==> src/rtl/patch_reducer_scheduler_pkg.sv <==
// Shared definitions for the patch reducer scheduler.
// Provides the ceiling-log2 helper used to size reducer IDs, FIFO pointers
// and occupancy counts, plus the default geometry of the pool.
package patch_reducer_scheduler_pkg;

  localparam int unsigned DEFAULT_N_REDUCER  = 4;
  localparam int unsigned DEFAULT_N_ROW_SIZE = 11;
  localparam int unsigned DEFAULT_FP_SIZE    = 32;

  // Smallest r with 2**r >= value; used at elaboration time only.
  function automatic int unsigned log2_ceil(input int unsigned value);
    int unsigned result;
    result = 0;
    while ((32'd1 << result) < value) begin
      result = result + 1;
    end
    return result;
  endfunction

endpackage

==> src/rtl/patch_reducer_scheduler_order_fifo.sv <==
// reducer_order_fifo: register-based synchronous FIFO that remembers the
// order in which patches were handed to reducers.
// Ports:
//   clk, reset          clock, asynchronous active-high reset
//   push, push_id/row   enqueue {reducer ID, start row}
//   pop                 dequeue the head entry (caller guarantees non-empty)
//   head_id, head_row   oldest entry
//   count               current occupancy (0..DEPTH)
module reducer_order_fifo
  import patch_reducer_scheduler_pkg::*;
#(
  parameter int unsigned DEPTH = DEFAULT_N_REDUCER,
  parameter int unsigned ID_W  = log2_ceil(DEFAULT_N_REDUCER),
  parameter int unsigned ROW_W = DEFAULT_N_ROW_SIZE
) (
  input  logic                             clk,
  input  logic                             reset,
  input  logic                             push,
  input  logic [ID_W-1:0]                  push_id,
  input  logic [ROW_W-1:0]                 push_row,
  input  logic                             pop,
  output logic [ID_W-1:0]                  head_id,
  output logic [ROW_W-1:0]                 head_row,
  output logic [log2_ceil(DEPTH+1)-1:0]    count
);

  localparam int unsigned PTR_W = log2_ceil(DEPTH);
  localparam int unsigned CNT_W = log2_ceil(DEPTH + 1);

  logic [ID_W-1:0]  id_mem  [DEPTH];
  logic [ROW_W-1:0] row_mem [DEPTH];
  logic [PTR_W-1:0] wr_ptr;
  logic [PTR_W-1:0] rd_ptr;

  // Pointer increment with explicit wrap so non-power-of-two depths work.
  function automatic logic [PTR_W-1:0] next_ptr(input logic [PTR_W-1:0] ptr);
    return (ptr == PTR_W'(DEPTH - 1)) ? '0 : ptr + PTR_W'(1);
  endfunction

  assign head_id  = id_mem[rd_ptr];
  assign head_row = row_mem[rd_ptr];

  // Storage, pointers and occupancy; push+pop together leave count unchanged.
  always_ff @(posedge clk or posedge reset) begin
    if (reset) begin
      wr_ptr <= '0;
      rd_ptr <= '0;
      count  <= '0;
      for (int i = 0; i < int'(DEPTH); i++) begin
        id_mem[i]  <= '0;
        row_mem[i] <= '0;
      end
    end else begin
      if (push) begin
        id_mem[wr_ptr]  <= push_id;
        row_mem[wr_ptr] <= push_row;
        wr_ptr          <= next_ptr(wr_ptr);
      end
      if (pop) begin
        rd_ptr <= next_ptr(rd_ptr);
      end
      case ({push, pop})
        2'b10:   count <= count + CNT_W'(1);
        2'b01:   count <= count - CNT_W'(1);
        default: count <= count;
      endcase
    end
  end

endmodule

==> src/rtl/patch_reducer_scheduler.sv <==
// patch_reducer_scheduler: hands patch requests to a pool of reducers and
// returns their sums strictly in request order.
// Ports:
//   dram_clk, reset                 clock, asynchronous active-high reset
//   patch_valid/start_row/ack       request in; ack is combinational
//   red_init, red_start_row         one-hot init pulse and row to a reducer
//   red_sum_rdy, red_sum            per-reducer finished flag and flat sums
//   red_sum_ack                     one-hot release pulse to a reducer
//   sum_valid/sum/sum_row/sum_ready result register toward the consumer
//   idle                            pool free and result register empty
module patch_reducer_scheduler
  import patch_reducer_scheduler_pkg::*;
#(
  parameter int unsigned N_REDUCER  = DEFAULT_N_REDUCER,
  parameter int unsigned N_ROW_SIZE = DEFAULT_N_ROW_SIZE,
  parameter int unsigned FP_SIZE    = DEFAULT_FP_SIZE
) (
  input  logic                           dram_clk,
  input  logic                           reset,
  input  logic                           patch_valid,
  input  logic [N_ROW_SIZE-1:0]          patch_start_row,
  output logic                           patch_ack,
  output logic [N_REDUCER-1:0]           red_init,
  output logic [N_ROW_SIZE-1:0]          red_start_row,
  input  logic [N_REDUCER-1:0]           red_sum_rdy,
  input  logic [N_REDUCER*FP_SIZE-1:0]   red_sum,
  output logic [N_REDUCER-1:0]           red_sum_ack,
  output logic                           sum_valid,
  output logic [FP_SIZE-1:0]             sum,
  output logic [N_ROW_SIZE-1:0]          sum_row,
  input  logic                           sum_ready,
  output logic                           idle
);

  localparam int unsigned ID_W  = log2_ceil(N_REDUCER);
  localparam int unsigned CNT_W = log2_ceil(N_REDUCER + 1);

  logic [N_REDUCER-1:0]  free;
  logic [ID_W-1:0]       alloc_id;
  logic [N_REDUCER-1:0]  alloc_mask;
  logic [N_REDUCER-1:0]  release_mask;
  logic [ID_W-1:0]       head_id;
  logic [N_ROW_SIZE-1:0] head_row;
  logic [CNT_W-1:0]      fifo_count;
  logic                  head_rdy;
  logic [FP_SIZE-1:0]    head_sum;
  logic                  capture;

  // Lowest-index set bit of the free mask.
  function automatic logic [ID_W-1:0] lowest_free(input logic [N_REDUCER-1:0] mask);
    logic [ID_W-1:0] id;
    id = '0;
    for (int i = int'(N_REDUCER) - 1; i >= 0; i--) begin
      if (mask[i]) id = ID_W'(i);
    end
    return id;
  endfunction

  // Allocation looks only at the pre-edge free mask, so a reducer being
  // released this cycle cannot be reassigned until the following cycle.
  assign patch_ack  = patch_valid && (free != '0) && !reset;
  assign alloc_id   = lowest_free(free);
  assign alloc_mask = patch_ack ? (N_REDUCER'(1) << alloc_id) : '0;

  // Only the FIFO head is ever examined; a ready non-head or free reducer waits.
  always_comb begin
    head_rdy = 1'b0;
    head_sum = '0;
    for (int i = 0; i < int'(N_REDUCER); i++) begin
      if (head_id == ID_W'(i)) begin
        head_rdy = red_sum_rdy[i];
        head_sum = red_sum[i*FP_SIZE +: FP_SIZE];
      end
    end
  end

  assign capture      = (fifo_count != '0) && head_rdy && (!sum_valid || sum_ready);
  assign release_mask = capture ? (N_REDUCER'(1) << head_id) : '0;
  assign idle         = (&free) && !sum_valid;

  reducer_order_fifo #(
    .DEPTH (N_REDUCER),
    .ID_W  (ID_W),
    .ROW_W (N_ROW_SIZE)
  ) u_order_fifo (
    .clk      (dram_clk),
    .reset    (reset),
    .push     (patch_ack),
    .push_id  (alloc_id),
    .push_row (patch_start_row),
    .pop      (capture),
    .head_id  (head_id),
    .head_row (head_row),
    .count    (fifo_count)
  );

  // Pool bookkeeping, one-cycle reducer pulses and the output register.
  always_ff @(posedge dram_clk or posedge reset) begin
    if (reset) begin
      free          <= '1;
      red_init      <= '0;
      red_sum_ack   <= '0;
      red_start_row <= '0;
      sum_valid     <= 1'b0;
      sum           <= '0;
      sum_row       <= '0;
    end else begin
      free        <= (free & ~alloc_mask) | release_mask;
      red_init    <= alloc_mask;
      red_sum_ack <= release_mask;
      if (patch_ack) begin
        red_start_row <= patch_start_row;
      end
      if (capture) begin
        sum       <= head_sum;
        sum_row   <= head_row;
        sum_valid <= 1'b1;
      end else if (sum_ready) begin
        sum_valid <= 1'b0;
      end
    end
  end

endmodule

==> config.mk <==
export PLATFORM = sky130hd
export DESIGN_NAME = patch_reducer_scheduler
export DESIGN_NICKNAME = d
export VERILOG_FILES = /design/src/rtl/patch_reducer_scheduler_pkg.sv /design/src/rtl/patch_reducer_scheduler_order_fifo.sv /design/src/rtl/patch_reducer_scheduler.sv
export SDC_FILE = /design/constraint.sdc
export NUM_CORES = 1
export LEC_CHECK = 0
export ABC_CLOCK_PERIOD_IN_PS = 3600
export CAP_MARGIN = 40
export CORE_MARGIN = 1
export CORE_UTILIZATION = 46
export DETAILED_ROUTE_END_ITERATION = 10
export PLACE_DENSITY = 0.82
export SYNTH_ARGS = -nofsm -noshare
export SYNTH_HDL_FRONTEND = slang
export SYNTH_HIERARCHICAL = 1
export SYNTH_SLANG_ARGS = --single-unit
==> constraint.sdc <==
create_clock -name dram_clk -period 3.6 [get_ports dram_clk]
set_input_delay 0.54 -clock dram_clk [delete_from_list [all_inputs] [get_ports dram_clk]]
set_output_delay 0.54 -clock dram_clk [all_outputs]
set_load 0.01 [all_outputs]
==> metrics, run 1 <==
setup ws final 0.4943 ns; Worst Path Required 3.93 ns; drt total wl 15720 um; vias in the first global route 4349; Max-slew headroom 0.4064; FMAX 322.0 MHz; first-pass GRT wire length 24890 um; CTS tree built; largest net degree at the start of global routing 50; Slew @ Worst Pin 0.8903 ns; Commonest cells post-synth dfrtp_1 (122), mux2_2 (65), mux2_4 (43); # DRC 0; post-route cell area 0.009019 mm^2; clock root buffer clkbuf_16; number of antenna diodes 0; Leak 3.814 nW; hold-fix buffer count after cts 0; Longest Clk Path Bufs 2; Via Count 4111; critical path's slowest cell mux4_2; fin. max-slew vios 0; Crit path arrival time 3.44 ns; Distinct cells, synth 34; Peak VDD IR 0.5673 mV; Hold WC Path Type reg -> reg; post-synth top area share 0.4944; worst-skew pair later-pin latency 0.41 ns; Placeable Area 0.01288 mm^2; Avg WL per Cell 20.34 um; Worst Skew 0.01265 ns; post-synthesis sequential area ratio 0.5114; PwrDens 699.5 mW/mm^2; Syn Inst Count 371; TritonRoute pass-1 iters 4; non-filler cells, final 773; RSZ-0062 raised after global routing false; Die Y-Extent 117.9 um; clock sink count 126; initial antenna violation count 0; Crit path largest cell delay 0.77 ns; post-placement setup slack 0.4654 ns; area of the multi-input gates 0.002793 mm^2; die area 0.01389 mm^2; Post-synth EDFFs 0; minimum clock period 3.106 ns; GPL Wtd Cong 0.8972; Die Width 117.9 um; post-synthesis cell area 0.006175 mm^2; CP Capture Type register; final hold vios 0; post-cts repair resize count 0; area delta synth->final 46.06%; # fillers 888; Max Cap Viol 0; Post-synth ARST share 1.000; crit-path cells mux4_2 > mux2_2 > o22ai_2 > or2_4 > inv_1 > ha_1 > inv_1 > fa_1 > xor2_1 > nor2_1 > xor2_1; number of synthesized register bits 126; Sequential Area 0.003158 mm^2; Worst setup SP type register; WS Path Type reg -> reg; fin nets 743; Placed Cells 742; CP max FO 19; Post-Syn Nets 525; Via density 5.318; hpwl dp 11570 um; post-CTS setup repair buffer count 0; setup TNS 0 ns; Main synth FF type dfrtp_1; Max H-tree Level 4; placed inst area 0.008414 mm^2; Final Cycle Share 0.8627; Synth area leaders dfrtp_1 (49%), mux4_2 (15%), mux2_2 (12%); grt total ovfl 0; IO Count 212; top-count cell post-synth dfrtp_1; share of cells above drive strength 1 0.3328; cell row count 41; syn avg cell area 16.64 um^2; DRT iter0 DRCs 164; YS warnings 6; Post-DRT Antenna Nets 0; Total Routing Usage GR 0.2376; Clock Pin Slew Worst Setup and Hold Paths 0.05 ns; final setup fails 0; number of buffers added on ports 211; Starting Density 0.4795; clock buffer count from CTS 17; Total Power 6.308 mW; status finished clean; Synth area leader dfrtp_1
-- registers in the layout (all words and copies together), names as in the netlist --
name,cells
red_start_row,11
u_order_fifo/id_mem,8
sum_row,11
sum_valid,1
red_init,4
free,4
u_order_fifo/rd_ptr,2
sum,32
u_order_fifo/row_mem,44
u_order_fifo/wr_ptr,2
u_order_fifo/count,3
red_sum_ack,4
-- layout make-up --
class / instances / share of cell area
clock inverters: 11 / 0.01859
multi-input cells: 212 / 0.3097
clock buffers: 20 / 0.04842
flip-flops and latches: 126 / 0.3502
repair buffers: 222 / 0.2447
inverters: 10 / 0.004578
well taps: 172 / 0.02386
-- worst max-delay path, delay by kind of cell (launching register included) --
family	cells	cell delay (ns)
multiplexers	2	1.09
adder cells (fa/ha/maj)	2	0.56
flip-flops	1	0.42
AND/OR/NAND/NOR	2	0.36
XOR/XNOR	2	0.33
buffers and inverters	2	0.17
AO/OA/AOI/OAI	1	0.07
-- layout by cell type, fill, tap and decap left out, types with 3 or more instances in the layout --
| master | count |
|---|---|
| ha_1 | 6 |
| dfstp_2 | 4 |
| bufinv_16 | 4 |
| nand2_1 | 10 |
| nand2b_1 | 3 |
| clkbuf_16 | 17 |
| clkbuf_1 | 3 |
| buf_4 | 10 |
| nor2_1 | 9 |
| o21ai_0 | 9 |
| clkdlybuf4s50_1 | 211 |
| clkinvlp_4 | 3 |
| inv_1 | 8 |
| mux4_2 | 43 |
| dfrtp_1 | 122 |
| mux2_4 | 43 |
| mux2_2 | 65 |
| clkinv_2 | 3 |
-- where the power goes --
group	total, mW	switching (mW)	internal (mW)
Clock	1.74	0.591	1.15
Combinational	2.27	0.796	1.48
Sequential	2.29	0.320	1.97
Total	6.31	1.71	4.60
-- metal layers --
metal	wire [um]	part of all wire	vias up	track usage
met2	8100	0.52	143	0.4092
li1	-	-	1823	-
met3	864	0.055	22	0.05862
met5	0	0	-	0
met4	357	0.023	0	0.09375
met1	6396	0.41	2123	0.2855
-- cells by family after synthesis --
group                    synth area share
AO/OA/AOI/OAI                     0.01337
AND/OR/NAND/NOR                   0.02655
multiplexers                       0.3929
flip-flops                         0.5114
buffers and inverters             0.03607
XOR/XNOR                         0.004256
adder cells (fa/ha/maj)           0.01540
-- metrics by stage --
stage	util	hold WS [ns]
finish	0.7004	0.4690
floorplan	-	0.4336
global route	0.7004	0.5010
global placement	0.6519	0.4487
CTS	0.7004	0.4780
detailed placement	0.6535	0.4671
-- final timing paths --
kind	start	to	slack (ns)	depth (start not counted)
max	u_order_fifo/rd_ptr[0]	u_order_fifo/count[2]	0.49	11
max in group asynchronous	reset	u_order_fifo/row_mem[41]	2.18	3
max reg2reg	u_order_fifo/rd_ptr[0]	u_order_fifo/count[2]	0.49	11
min	u_order_fifo/count[2]	u_order_fifo/count[2]	0.47	1
min in group asynchronous	reset	u_order_fifo/id_mem[2]	0.58	2
min reg2reg	u_order_fifo/count[2]	u_order_fifo/count[2]	0.47	1
Power figures use the tool's default switching activity.
==> inputs of run 2 (changes only) <==
- GPL_TIMING_DRIVEN: default -> 0
- MAX_ROUTING_LAYER: default -> met4
==> metrics, run 2 (same netlist as run 1, synthesis figures left out) <==
Hold WC Path Type reg -> reg; r2r setup slk 0.23 ns; post-route cell area 0.009184 mm^2; vias in the first global route 4618; Total Routing Usage GR 0.2581; sequential power share 0.355; fin nets 759; Worst Hold Launch u_order_fifo/count[2]; RSZ-0062 raised after global routing false; Internal 4.692 mW; Hold Path Cell Cnt 1; Hold Path End u_order_fifo/count[2]; number of buffers added on ports 211; Crit path arrival time 3.70 ns; first-pass GRT wire length 26040 um; drt total wl 16460 um; # fillers 873; Avg WL per Cell 20.89 um; clock sink count 126; Worst Skew 0.007310 ns; clock buffer count from CTS 17; status finished clean; max reg flops 44; Longest Clk Path Bufs 2; biggest regs u_order_fifo/row_mem x44, sum x32; Final Cycle Share 0.9360; PwrDens 697.2 mW/mm^2; hold-fix buffer count after cts 0; R2R Path Start u_order_fifo/rd_ptr[0]; switching power 1.711 mW; Via Count 4185; area delta synth->final 48.73%; CTS tree built; Worst setup SP type register; initial antenna violation count 0; DRT iter0 DRCs 186; Post-DRT Antenna Nets 0; post-placement setup slack -0.4054 ns; Clk pwr share 0.277; Max-slew headroom 0.4546; fin. max-slew vios 0; number of antenna diodes 0; hpwl dp 11850 um; clock root buffer clkbuf_16; grt total ovfl 0; Starting Density 0.4795; WS Path Type reg -> reg; reg2reg path depth 15; Clock Pin Slew Worst Setup and Hold Paths 0.05 ns; Max H-tree Level 4; Peak VDD IR 0.4156 mV; largest net degree at the start of global routing 34; Reg-to-Reg End u_order_fifo/count[2]; # DRC 0; setup TNS 0 ns; Worst Path Required 3.93 ns; Comb power frac 0.368; final setup fails 0; Biggest register u_order_fifo/row_mem; Die Width 117.9 um; Placeable Area 0.01288 mm^2; final hold vios 0; placed inst area 0.008546 mm^2; FMAX 296.8 MHz; Total Power 6.403 mW; Sw Share 0.2672; Critical path origin u_order_fifo/rd_ptr[0]; Die Y-Extent 117.9 um; commonest non-fill, non-tap cell in the layout clkdlybuf4s50_1; Leak 3.924 nW; cell row count 41; GPL Wtd Cong 0.9225; most frequent cells in the layout clkdlybuf4s50_1 (211), dfrtp_1 (122), mux2_2 (65); die area 0.01389 mm^2; share of cells above drive strength 1 0.3409; TritonRoute pass-1 iters 4; Via density 5.311; minimum clock period 3.370 ns; setup ws final 0.2304 ns; worst-skew pair later-pin latency 0.41 ns; Max Cap Viol 0; IO Count 212; CP Capture Type register; Slew @ Worst Pin 0.8137 ns; CP max FO 10
-- run 2: how the worst max path moves through the flow --
stage	to	slack, ns
3_5_place_dp	u_order_fifo/count[2]	-0.41
5_1_grt	u_order_fifo/count[2]	0.02
6_report	u_order_fifo/count[2]	0.23
4_1_cts	u_order_fifo/count[2]	0.03
3_3_place_gp	u_order_fifo/count[2]	-1.09
2_1_floorplan	u_order_fifo/count[2]	0.29
-- run 2: worst max-delay path: stages, from the launching register on --
cell and delay [ns]:
dfrtp_1 0.36, buf_6 0.15, mux4_1 0.58, buf_4 0.21, nand2_1 0.12, o211ai_1 0.12, or2_1 0.23, buf_6 0.14
buf_6 0.15, inv_1 0.13, ha_1 0.21, inv_1 0.06, fa_1 0.37, xor2_1 0.17, nor2_1 0.11, xor2_1 0.17
-- run 2: final cells by class --
class	count	area [um^2]	area share
Buffer	23	193.9	0.02112
Clock buffer	24	511.7	0.05572
Clock inverter	6	105.1	0.01144
Inverter	10	41.29	0.004496
Multi-Input combinational cell	212	2794	0.3042
Sequential cell	126	3158	0.3439
Tap cell	172	215.2	0.02343
Timing Repair Buffer	214	2160	0.2351
Timing Repair inverter	1	5.005	0.0005450
-- run 2: power groups by stage --
stage	registers, mW	clock network (mW)	logic, mW
after floorplan	2.35	0	1.26
after global placement	2.25	0	2.29
after detailed placement	2.29	0	2.35
after CTS	2.27	1.80	2.37
after global routing	2.34	1.87	2.49
final	2.27	1.77	2.36
-- run 2: per-layer routing --
metal | GRT usage | wire length, um
met1 | 0.3070 | 6770
met3 | 0.05717 | 731
met5 | - | 0
met2 | 0.4320 | 8595
met4 | 0.09135 | 360
-- run 2: repair_timing --
action                     in CTS  in global routing
gates cloned                    1                  0
setup endpoints to repair       2                  1
buffers inserted                1                  0
resized for setup               0                  5
-- run 2: through the flow --
| stage | utilization | hold slack (ns) | std cells |
|---|---|---|---|
| 3_5_place_dp | 0.6637 | 0.4562 | 756 |
| 2_1_floorplan | - | 0.4336 | 371 |
| 3_3_place_gp | 0.6606 | 0.4471 | 754 |
| 5_1_grt | 0.7132 | 0.4938 | 788 |
| 6_report | 0.7132 | 0.4716 | 788 |
| 4_1_cts | 0.7126 | 0.4670 | 788 |
